--- src/rtl/glitch_pkg.sv ---
// rtl/glitch_pkg.sv - shared types and default widths for the glitch sequencer
package glitch_pkg;

    localparam int CNT_W_DEF    = 32;
    localparam int NPULSE_W_DEF = 8;

    typedef enum logic [2:0] {
        ST_IDLE  = 3'd0,
        ST_ARMED = 3'd1,
        ST_DELAY = 3'd2,
        ST_PULSE = 3'd3,
        ST_GAP   = 3'd4
    } glitch_state_t;

endpackage

--- src/rtl/glitch_sequencer_if.sv ---
// rtl/glitch_sequencer_if.sv - configuration, trigger and status bundle of the glitch sequencer
interface glitch_sequencer_if #(
    parameter int CNT_W    = glitch_pkg::CNT_W_DEF,
    parameter int NPULSE_W = glitch_pkg::NPULSE_W_DEF
) ();

    logic                trig_in;
    logic                trig_pol;
    logic                arm;
    logic                abort;
    logic [CNT_W-1:0]    delay;
    logic [CNT_W-1:0]    width;
    logic [CNT_W-1:0]    gap;
    logic [NPULSE_W-1:0] count;
    logic [CNT_W-1:0]    timeout;
    logic                glitch_out;
    logic                armed;
    logic                busy;
    logic                done;
    logic                timed_out;

    modport master (
        output trig_in, trig_pol, arm, abort, delay, width, gap, count, timeout,
        input  glitch_out, armed, busy, done, timed_out
    );

    modport slave (
        input  trig_in, trig_pol, arm, abort, delay, width, gap, count, timeout,
        output glitch_out, armed, busy, done, timed_out
    );

endinterface

--- src/rtl/trig_edge_det.sv ---
// rtl/trig_edge_det.sv - polarity-selectable trigger edge strobe
module trig_edge_det (
    input  logic clk,
    input  logic rst,
    input  logic trig_in,
    input  logic pol,
    output logic edge_stb
);

    logic sample_q;

    // previous-cycle trigger sample
    always_ff @(posedge clk or posedge rst) begin
        if (rst) begin
            sample_q <= 1'b0;
        end else begin
            sample_q <= trig_in;
        end
    end

    assign edge_stb = pol ? (trig_in & ~sample_q) : (~trig_in & sample_q);

endmodule

--- src/rtl/glitch_sequencer.sv ---
// rtl/glitch_sequencer.sv - triggered glitch pulse train generator; GLITCH_SEQ_TIMEOUT_EN enables the armed-wait timeout
module glitch_sequencer
    import glitch_pkg::*;
#(
    parameter int CNT_W    = CNT_W_DEF,
    parameter int NPULSE_W = NPULSE_W_DEF
) (
    input  logic              clk,
    input  logic              rst,
    glitch_sequencer_if.slave bus
);

    localparam logic [CNT_W-1:0]    CNT_ONE = CNT_W'(1);
    localparam logic [NPULSE_W-1:0] NP_ONE  = NPULSE_W'(1);

    glitch_state_t       state_q, state_d;
    logic [CNT_W-1:0]    cnt_q, cnt_d;
    logic [NPULSE_W-1:0] npulse_q, npulse_d;
    logic [CNT_W-1:0]    delay_q, width_q, gap_q;
    logic                pol_q;
    logic                trig_edge;
    logic                cnt_last;
    logic                load_cfg;
    logic                glitch_out_q, glitch_out_d;
    logic                end_q, end_d;
    logic                done_q, done_d;
`ifdef GLITCH_SEQ_TIMEOUT_EN
    logic                timed_out_q, timed_out_d;
`else
    logic                unused_timeout;
    assign unused_timeout = ^bus.timeout;
`endif

    // zero-length phases still last one cycle
    function automatic logic [CNT_W-1:0] at_least_one(input logic [CNT_W-1:0] v);
        return (v == '0) ? CNT_ONE : v;
    endfunction

    trig_edge_det u_edge (
        .clk      (clk),
        .rst      (rst),
        .trig_in  (bus.trig_in),
        .pol      (pol_q),
        .edge_stb (trig_edge)
    );

    assign cnt_last = (cnt_q == CNT_ONE);
    assign load_cfg = (state_q == ST_IDLE) && bus.arm && !bus.abort;

    // state register
    always_ff @(posedge clk or posedge rst) begin
        if (rst) begin
            state_q <= ST_IDLE;
        end else begin
            state_q <= state_d;
        end
    end

    // next state, phase counter and pulse counter
    always_comb begin
        state_d  = state_q;
        cnt_d    = cnt_q;
        npulse_d = npulse_q;
        end_d    = 1'b0;
`ifdef GLITCH_SEQ_TIMEOUT_EN
        timed_out_d = 1'b0;
`endif
        case (state_q)
            ST_IDLE: begin
                if (load_cfg) begin
                    state_d  = ST_ARMED;
                    npulse_d = (bus.count == '0) ? NP_ONE : bus.count;
`ifdef GLITCH_SEQ_TIMEOUT_EN
                    cnt_d    = bus.timeout;
`else
                    cnt_d    = '0;
`endif
                end
            end
            ST_ARMED: begin
                if (trig_edge) begin
                    if (delay_q == '0) begin
                        state_d = ST_PULSE;
                        cnt_d   = at_least_one(width_q);
                    end else begin
                        state_d = ST_DELAY;
                        cnt_d   = delay_q;
                    end
                end
`ifdef GLITCH_SEQ_TIMEOUT_EN
                // a zero timeout leaves the counter at 0, which never expires
                else if (cnt_last) begin
                    state_d     = ST_IDLE;
                    timed_out_d = 1'b1;
                end else if (cnt_q != '0) begin
                    cnt_d = cnt_q - CNT_ONE;
                end
`endif
            end
            ST_DELAY: begin
                if (cnt_last) begin
                    state_d = ST_PULSE;
                    cnt_d   = at_least_one(width_q);
                end else begin
                    cnt_d = cnt_q - CNT_ONE;
                end
            end
            ST_PULSE: begin
                if (cnt_last) begin
                    if (npulse_q == NP_ONE) begin
                        state_d = ST_IDLE;
                        end_d   = 1'b1;
                    end else begin
                        state_d  = ST_GAP;
                        npulse_d = npulse_q - NP_ONE;
                        cnt_d    = at_least_one(gap_q);
                    end
                end else begin
                    cnt_d = cnt_q - CNT_ONE;
                end
            end
            ST_GAP: begin
                if (cnt_last) begin
                    state_d = ST_PULSE;
                    cnt_d   = at_least_one(width_q);
                end else begin
                    cnt_d = cnt_q - CNT_ONE;
                end
            end
            default: state_d = ST_IDLE;
        endcase
        if (bus.abort) begin
            state_d = ST_IDLE;
            end_d   = 1'b0;
`ifdef GLITCH_SEQ_TIMEOUT_EN
            timed_out_d = 1'b0;
`endif
        end
    end

    // registered outputs trail the state by one cycle; abort silences them
    always_comb begin
        glitch_out_d = (state_q == ST_PULSE) && !bus.abort;
        done_d       = end_q && !bus.abort;
    end

    // datapath, latched configuration and output registers
    always_ff @(posedge clk or posedge rst) begin
        if (rst) begin
            cnt_q        <= '0;
            npulse_q     <= '0;
            delay_q      <= '0;
            width_q      <= '0;
            gap_q        <= '0;
            pol_q        <= 1'b0;
            end_q        <= 1'b0;
            done_q       <= 1'b0;
            glitch_out_q <= 1'b0;
`ifdef GLITCH_SEQ_TIMEOUT_EN
            timed_out_q  <= 1'b0;
`endif
        end else begin
            cnt_q        <= cnt_d;
            npulse_q     <= npulse_d;
            end_q        <= end_d;
            done_q       <= done_d;
            glitch_out_q <= glitch_out_d;
`ifdef GLITCH_SEQ_TIMEOUT_EN
            timed_out_q  <= timed_out_d;
`endif
            if (load_cfg) begin
                delay_q <= bus.delay;
                width_q <= bus.width;
                gap_q   <= bus.gap;
                pol_q   <= bus.trig_pol;
            end
        end
    end

    assign bus.glitch_out = glitch_out_q;
    assign bus.armed      = (state_q == ST_ARMED);
    assign bus.busy       = (state_q != ST_IDLE);
    assign bus.done       = done_q;
`ifdef GLITCH_SEQ_TIMEOUT_EN
    assign bus.timed_out  = timed_out_q;
`else
    assign bus.timed_out  = 1'b0;
`endif

endmodule

--- src/flat_wrapper.sv ---
// flat-port wrapper written by rule: the top's interface ports become plain ports
module glitch_sequencer_flat import glitch_pkg::*;
#(
    parameter int CNT_W    = CNT_W_DEF,
    parameter int NPULSE_W = NPULSE_W_DEF
)
  (clk, rst, bus_trig_in, bus_trig_pol, bus_arm, bus_abort, bus_delay, bus_width, bus_gap, bus_count, bus_timeout, bus_glitch_out, bus_armed, bus_busy, bus_done, bus_timed_out);
  glitch_sequencer_if #(.CNT_W(CNT_W), .NPULSE_W(NPULSE_W)) bus_i ();
  input  logic clk;
  input  logic rst;
  input wire logic [$bits(bus_i.trig_in)-1:0] bus_trig_in;
  input wire logic [$bits(bus_i.trig_pol)-1:0] bus_trig_pol;
  input wire logic [$bits(bus_i.arm)-1:0] bus_arm;
  input wire logic [$bits(bus_i.abort)-1:0] bus_abort;
  input wire logic [$bits(bus_i.delay)-1:0] bus_delay;
  input wire logic [$bits(bus_i.width)-1:0] bus_width;
  input wire logic [$bits(bus_i.gap)-1:0] bus_gap;
  input wire logic [$bits(bus_i.count)-1:0] bus_count;
  input wire logic [$bits(bus_i.timeout)-1:0] bus_timeout;
  output wire logic [$bits(bus_i.glitch_out)-1:0] bus_glitch_out;
  output wire logic [$bits(bus_i.armed)-1:0] bus_armed;
  output wire logic [$bits(bus_i.busy)-1:0] bus_busy;
  output wire logic [$bits(bus_i.done)-1:0] bus_done;
  output wire logic [$bits(bus_i.timed_out)-1:0] bus_timed_out;
  assign bus_i.trig_in = bus_trig_in;
  assign bus_i.trig_pol = bus_trig_pol;
  assign bus_i.arm = bus_arm;
  assign bus_i.abort = bus_abort;
  assign bus_i.delay = bus_delay;
  assign bus_i.width = bus_width;
  assign bus_i.gap = bus_gap;
  assign bus_i.count = bus_count;
  assign bus_i.timeout = bus_timeout;
  assign bus_glitch_out = bus_i.glitch_out;
  assign bus_armed = bus_i.armed;
  assign bus_busy = bus_i.busy;
  assign bus_done = bus_i.done;
  assign bus_timed_out = bus_i.timed_out;
  glitch_sequencer #(.CNT_W(CNT_W), .NPULSE_W(NPULSE_W)) u_core (.clk(clk), .rst(rst), .bus(bus_i));
endmodule
--- config.mk ---
export PLATFORM = sky130hd
export DESIGN_NAME = glitch_sequencer_flat
export DESIGN_NICKNAME = d
export VERILOG_FILES = /design/src/rtl/glitch_pkg.sv /design/src/rtl/glitch_sequencer_if.sv /design/src/rtl/trig_edge_det.sv /design/src/rtl/glitch_sequencer.sv /design/src/flat_wrapper.sv
export SDC_FILE = /design/constraint.sdc
export NUM_CORES = 1
export LEC_CHECK = 0
export ABC_AREA = 1
export BUFFER_PORTS_ARGS = -buffer_cell sky130_fd_sc_hd__buf_2
export CAP_MARGIN = 20
export CELL_PAD_IN_SITES_DETAIL_PLACEMENT = 1
export CELL_PAD_IN_SITES_GLOBAL_PLACEMENT = 2
export CORE_MARGIN = 3
export CORE_UTILIZATION = 34
export DETAILED_ROUTE_END_ITERATION = 10
export PLACE_DENSITY = 0.93
export SLEW_MARGIN = 20
export SYNTH_ARGS = -nofsm -noshare
export SYNTH_HDL_FRONTEND = slang
export SYNTH_SLANG_ARGS = --single-unit
--- constraint.sdc ---
create_clock -name clk -period 9.2 [get_ports clk]
set_input_delay 0.92 -clock clk [delete_from_list [all_inputs] [get_ports clk]]
set_output_delay 0.92 -clock clk [all_outputs]
set_load 0.01 [all_outputs]
==> key figures <==
Run status
  • Status: complete, no violations

Placement
  • GP Congestion: 0.901
  • Port bufs: approximately 110
  • Detailed placement HPWL: roughly 21000 um

STA
  • Min Clock Period, post-route: between 3 and 4 ns
  • Slew Viols, Final: 0
  • RSZ-0062 raised after global routing: false
  • Clock Skew: ~0.0088 ns
  • Finish-stage setup viols: 0
  • Slew at the pin closest to its max-slew limit: 1.03 ns
  • Max Fclk: 317 MHz
  • Final period util: 0.343
  • Worst rel slew slack: 0.312
  • Hold Fails Final Rpt: 0
  • Total Neg Setup Slack: 0 ns

Power and ir drop
  • P per Cell Area: 389 mW/mm^2
  • Peak VDD IR: 0.153 mV
  • Leakage Power: around 5.1 nW
  • Power Total: 3.95 mW

Setup path
  • Cell depth of the worst flop-to-flop path: 11
  • R2r setup slk: 6.04 ns
  • R2R Path End: u_core.cnt_q[31]
  • Worst Setup End Kind: register
  • Worst EP arrival: approximately 3.5 ns
  • Critical path required time: approximately 9.5 ns
  • Worst r2r src: u_core.delay_q[1]
  • Setup CP Type: reg -> reg
  • CP Max Fanout: 31
  • CP Launch Type: register

Final layout
  • Final core occ: 0.401
  • Antenna Cells: 0
  • P&R area growth vs syn: 15.1%
  • Commonest non-fill, non-tap cells in the layout: nand2_1, nand3_1, inv_1, dfrtp_1, nor2_1
  • Fin nets: 1537
  • Most common cell after layout, fill and taps aside: nand2_1
  • Layout cell share with drive strength beyond 1: 0.137

Floorplan
  • Core area: 0.0253 mm^2
  • Chip Width: 167 um
  • Placement Rows: 58
  • Die height: between 150 and 200 um
  • Io pins: 147
  • Initial Utilization: 0.348
  • Die footprint: approximately 0.028 mm^2

Detailed routing
  • Vias/cell: 4.95
  • Routed via count: around 8.6k
  • DRT Pass-1 Iters: 5
  • Initial DRC Count: about 460
  • Final WL: 28600 um
  • Drt drc: 0
  • Final ANT Viol Nets: 0
  • DR WL/cell: approximately 16 um

Logic synthesis
  • Post-Synth Adder-Cell Area: 0.00567
  • Yosys warning count: 0
  • Cell Area, Synth: 0.00882 mm^2
  • Yosys cell types: 37
  • Yosys reg bits: 144
  • Complex-gate fraction of the synthesized area: 0.0906
  • Post-synthesis average cell area: 6.74 um^2
  • Post-synthesis sequential area ratio: 0.409
  • Post-Synth XOR/XNOR Area: 0.00794
  • Post-synthesis mux area share: 0
  • Syn nets: 1455
  • Mapped Cells: 1309
  • Largest family of logic cells by synthesized area: simple AND/OR/NAND/NOR gates
  • Simple-Gate Fraction of Synth Area: 0.392

Global route
  • Vias in the first global route: approximately 9k
  • First-pass GRT wire length: 46200 um
  • Pin count of the biggest net entering global routing: between 100 and 150
  • Total grt overflow: 0
  • Initial antenna violation count: 0
  • All-Layer GR Usage: 0.206

CTS
  • Root Buffer: clkbuf_16
  • Resize count post-CTS: 0
  • Reg clk slew, reported paths: 0.06 ns
  • Worst-Skew Late Latency: 0.44 ns
  • Post-CTS Setup Inserts: 0
  • TritonCTS Buffers: 17
  • Clk sink count: 144
  • CTS Hold Bufs: 0
  • CTS tree: built
  • Htree depth: 4
  • Clock Path Buffers: 2

Min path
  • Worst hold path endpoint: u_core.bus.done
  • Hold path depth: 2
  • Min-delay src: u_core.end_q
  • Hold crit path type: reg -> reg

Job
  • # Max-Cap Violations: 0
## sequential cells by signal, indices dropped and copies added, names as in the netlist
name                    count
u_core.cnt_q               32
u_core.delay_q             32
u_core.gap_q               32
u_core.width_q             32
u_core.npulse_q             8
u_core.state_q              3
u_core.bus.done             1
u_core.bus.glitch_out       1
u_core.end_q                1
u_core.pol_q                1
u_core.u_edge.sample_q      1
## synth_stat cells, drive strengths merged
| cell type | n | area (um^2) |
|---|---|---|
| a21oi | 2 | 10.0 |
| a22o | 2 | 17.5 |
| a31oi | 1 | 6.26 |
| buf | 32 | 186 |
| clkbuf | 24 | 90.1 |
| conb | 1 | 3.75 |
| dfrtp | 144 | 3600 |
| ha | 4 | 50.1 |
| inv | 149 | 559 |
| nand2 | 475 | 1820 |
| nand3 | 161 | 821 |
| nand3b | 1 | 7.51 |
| nand4 | 15 | 109 |
| nor2 | 141 | 641 |
| nor3 | 6 | 41.3 |
| nor4 | 1 | 6.26 |
| o21ai | 117 | 586 |
| o21bai | 21 | 158 |
| o221ai | 1 | 15.0 |
| o31ai | 1 | 7.51 |
| or2 | 2 | 12.5 |
| xnor2 | 5 | 43.8 |
| xor2 | 3 | 26.3 |
## logic make-up (layout without fill, tap and decap cells)
| family | after synthesis | after routing |
|---|---|---|
| AOI/OAI and AO/OA | 145 | 145 |
| xor gates and xnor gates | 8 | 8 |
| adders and majority gates | 4 | 4 |
| buffers and inverters | 205 | 299 |
| DFF | 144 | 144 |
| other | 1 | 1 |
| and+or+nand+nor | 802 | 802 |
## worst max-delay path by stage
| stage | startpoint | slack (ns) | to |
|---|---|---|---|
| finish | u_core.delay_q[1] | 6.04 | u_core.cnt_q[31] |
| global route | u_core.delay_q[3] | 5.77 | u_core.cnt_q[30] |
| CTS | u_core.delay_q[1] | 6.09 | u_core.cnt_q[31] |
| detailed placement | bus_abort | 6.04 | u_core.width_q[31] |
| global placement | bus_abort | 6.03 | u_core.width_q[28] |
| floorplan | rst | 4.41 | u_core.bus.done |
## per-stage QoR
stage	worst slack [ns]	hold WS, ns	cell area [um^2]	instances
after floorplan	4.41	0.434	8820	1309
after global placement	6.03	0.463	9590	1702
after detailed placement	6.04	0.468	9590	1702
after CTS	6.09	0.479	10200	1733
after global routing	5.77	0.517	10200	1733
final	6.04	0.464	10200	1733
## worst max-delay path, stage by stage, from the launching register on
cell and delay, ns:
dfrtp_1 0.40, nor2_1 0.11, nand3_1 0.15, nor2_1 0.14, nand2_1 0.58, nor2_2 0.85
buf_4 0.35, nand2_1 0.14, nand3_1 0.11, nand3_1 0.08, nand2_1 0.06, nand2_1 0.05
## report_power, final
part | switching (mW) | internal [mW] | total [mW]
clock network | 0.285 | 0.399 | 0.685
logic | 1.53 | 0.630 | 2.16
registers | 0.200 | 0.907 | 1.11
total | 2.01 | 1.94 | 3.95
## layer usage
layer / global-route usage / vias up / part of all wire
met5: 0 / - / 0
met4: 0.0477 / 0 / 0.016
met3: 0.0342 / 30 / 0.035
met2: 0.361 / 154 / 0.50
met1: 0.266 / 4134 / 0.45
li1: - / 4269 / -
## area by class of cell
| cell class | count | area (um^2) |
|---|---|---|
| Inverter | 149 | 564 |
| Tap cell | 330 | 413 |
| Sequential cell | 144 | 3600 |
| Fill cell | 3299 | 15200 |
| Clock inverter | 8 | 80.1 |
| Clock buffer | 23 | 488 |
| Timing Repair Buffer | 119 | 611 |
| Multi-Input combinational cell | 960 | 4400 |
Note: power is estimated with default switching activity, not from simulation.
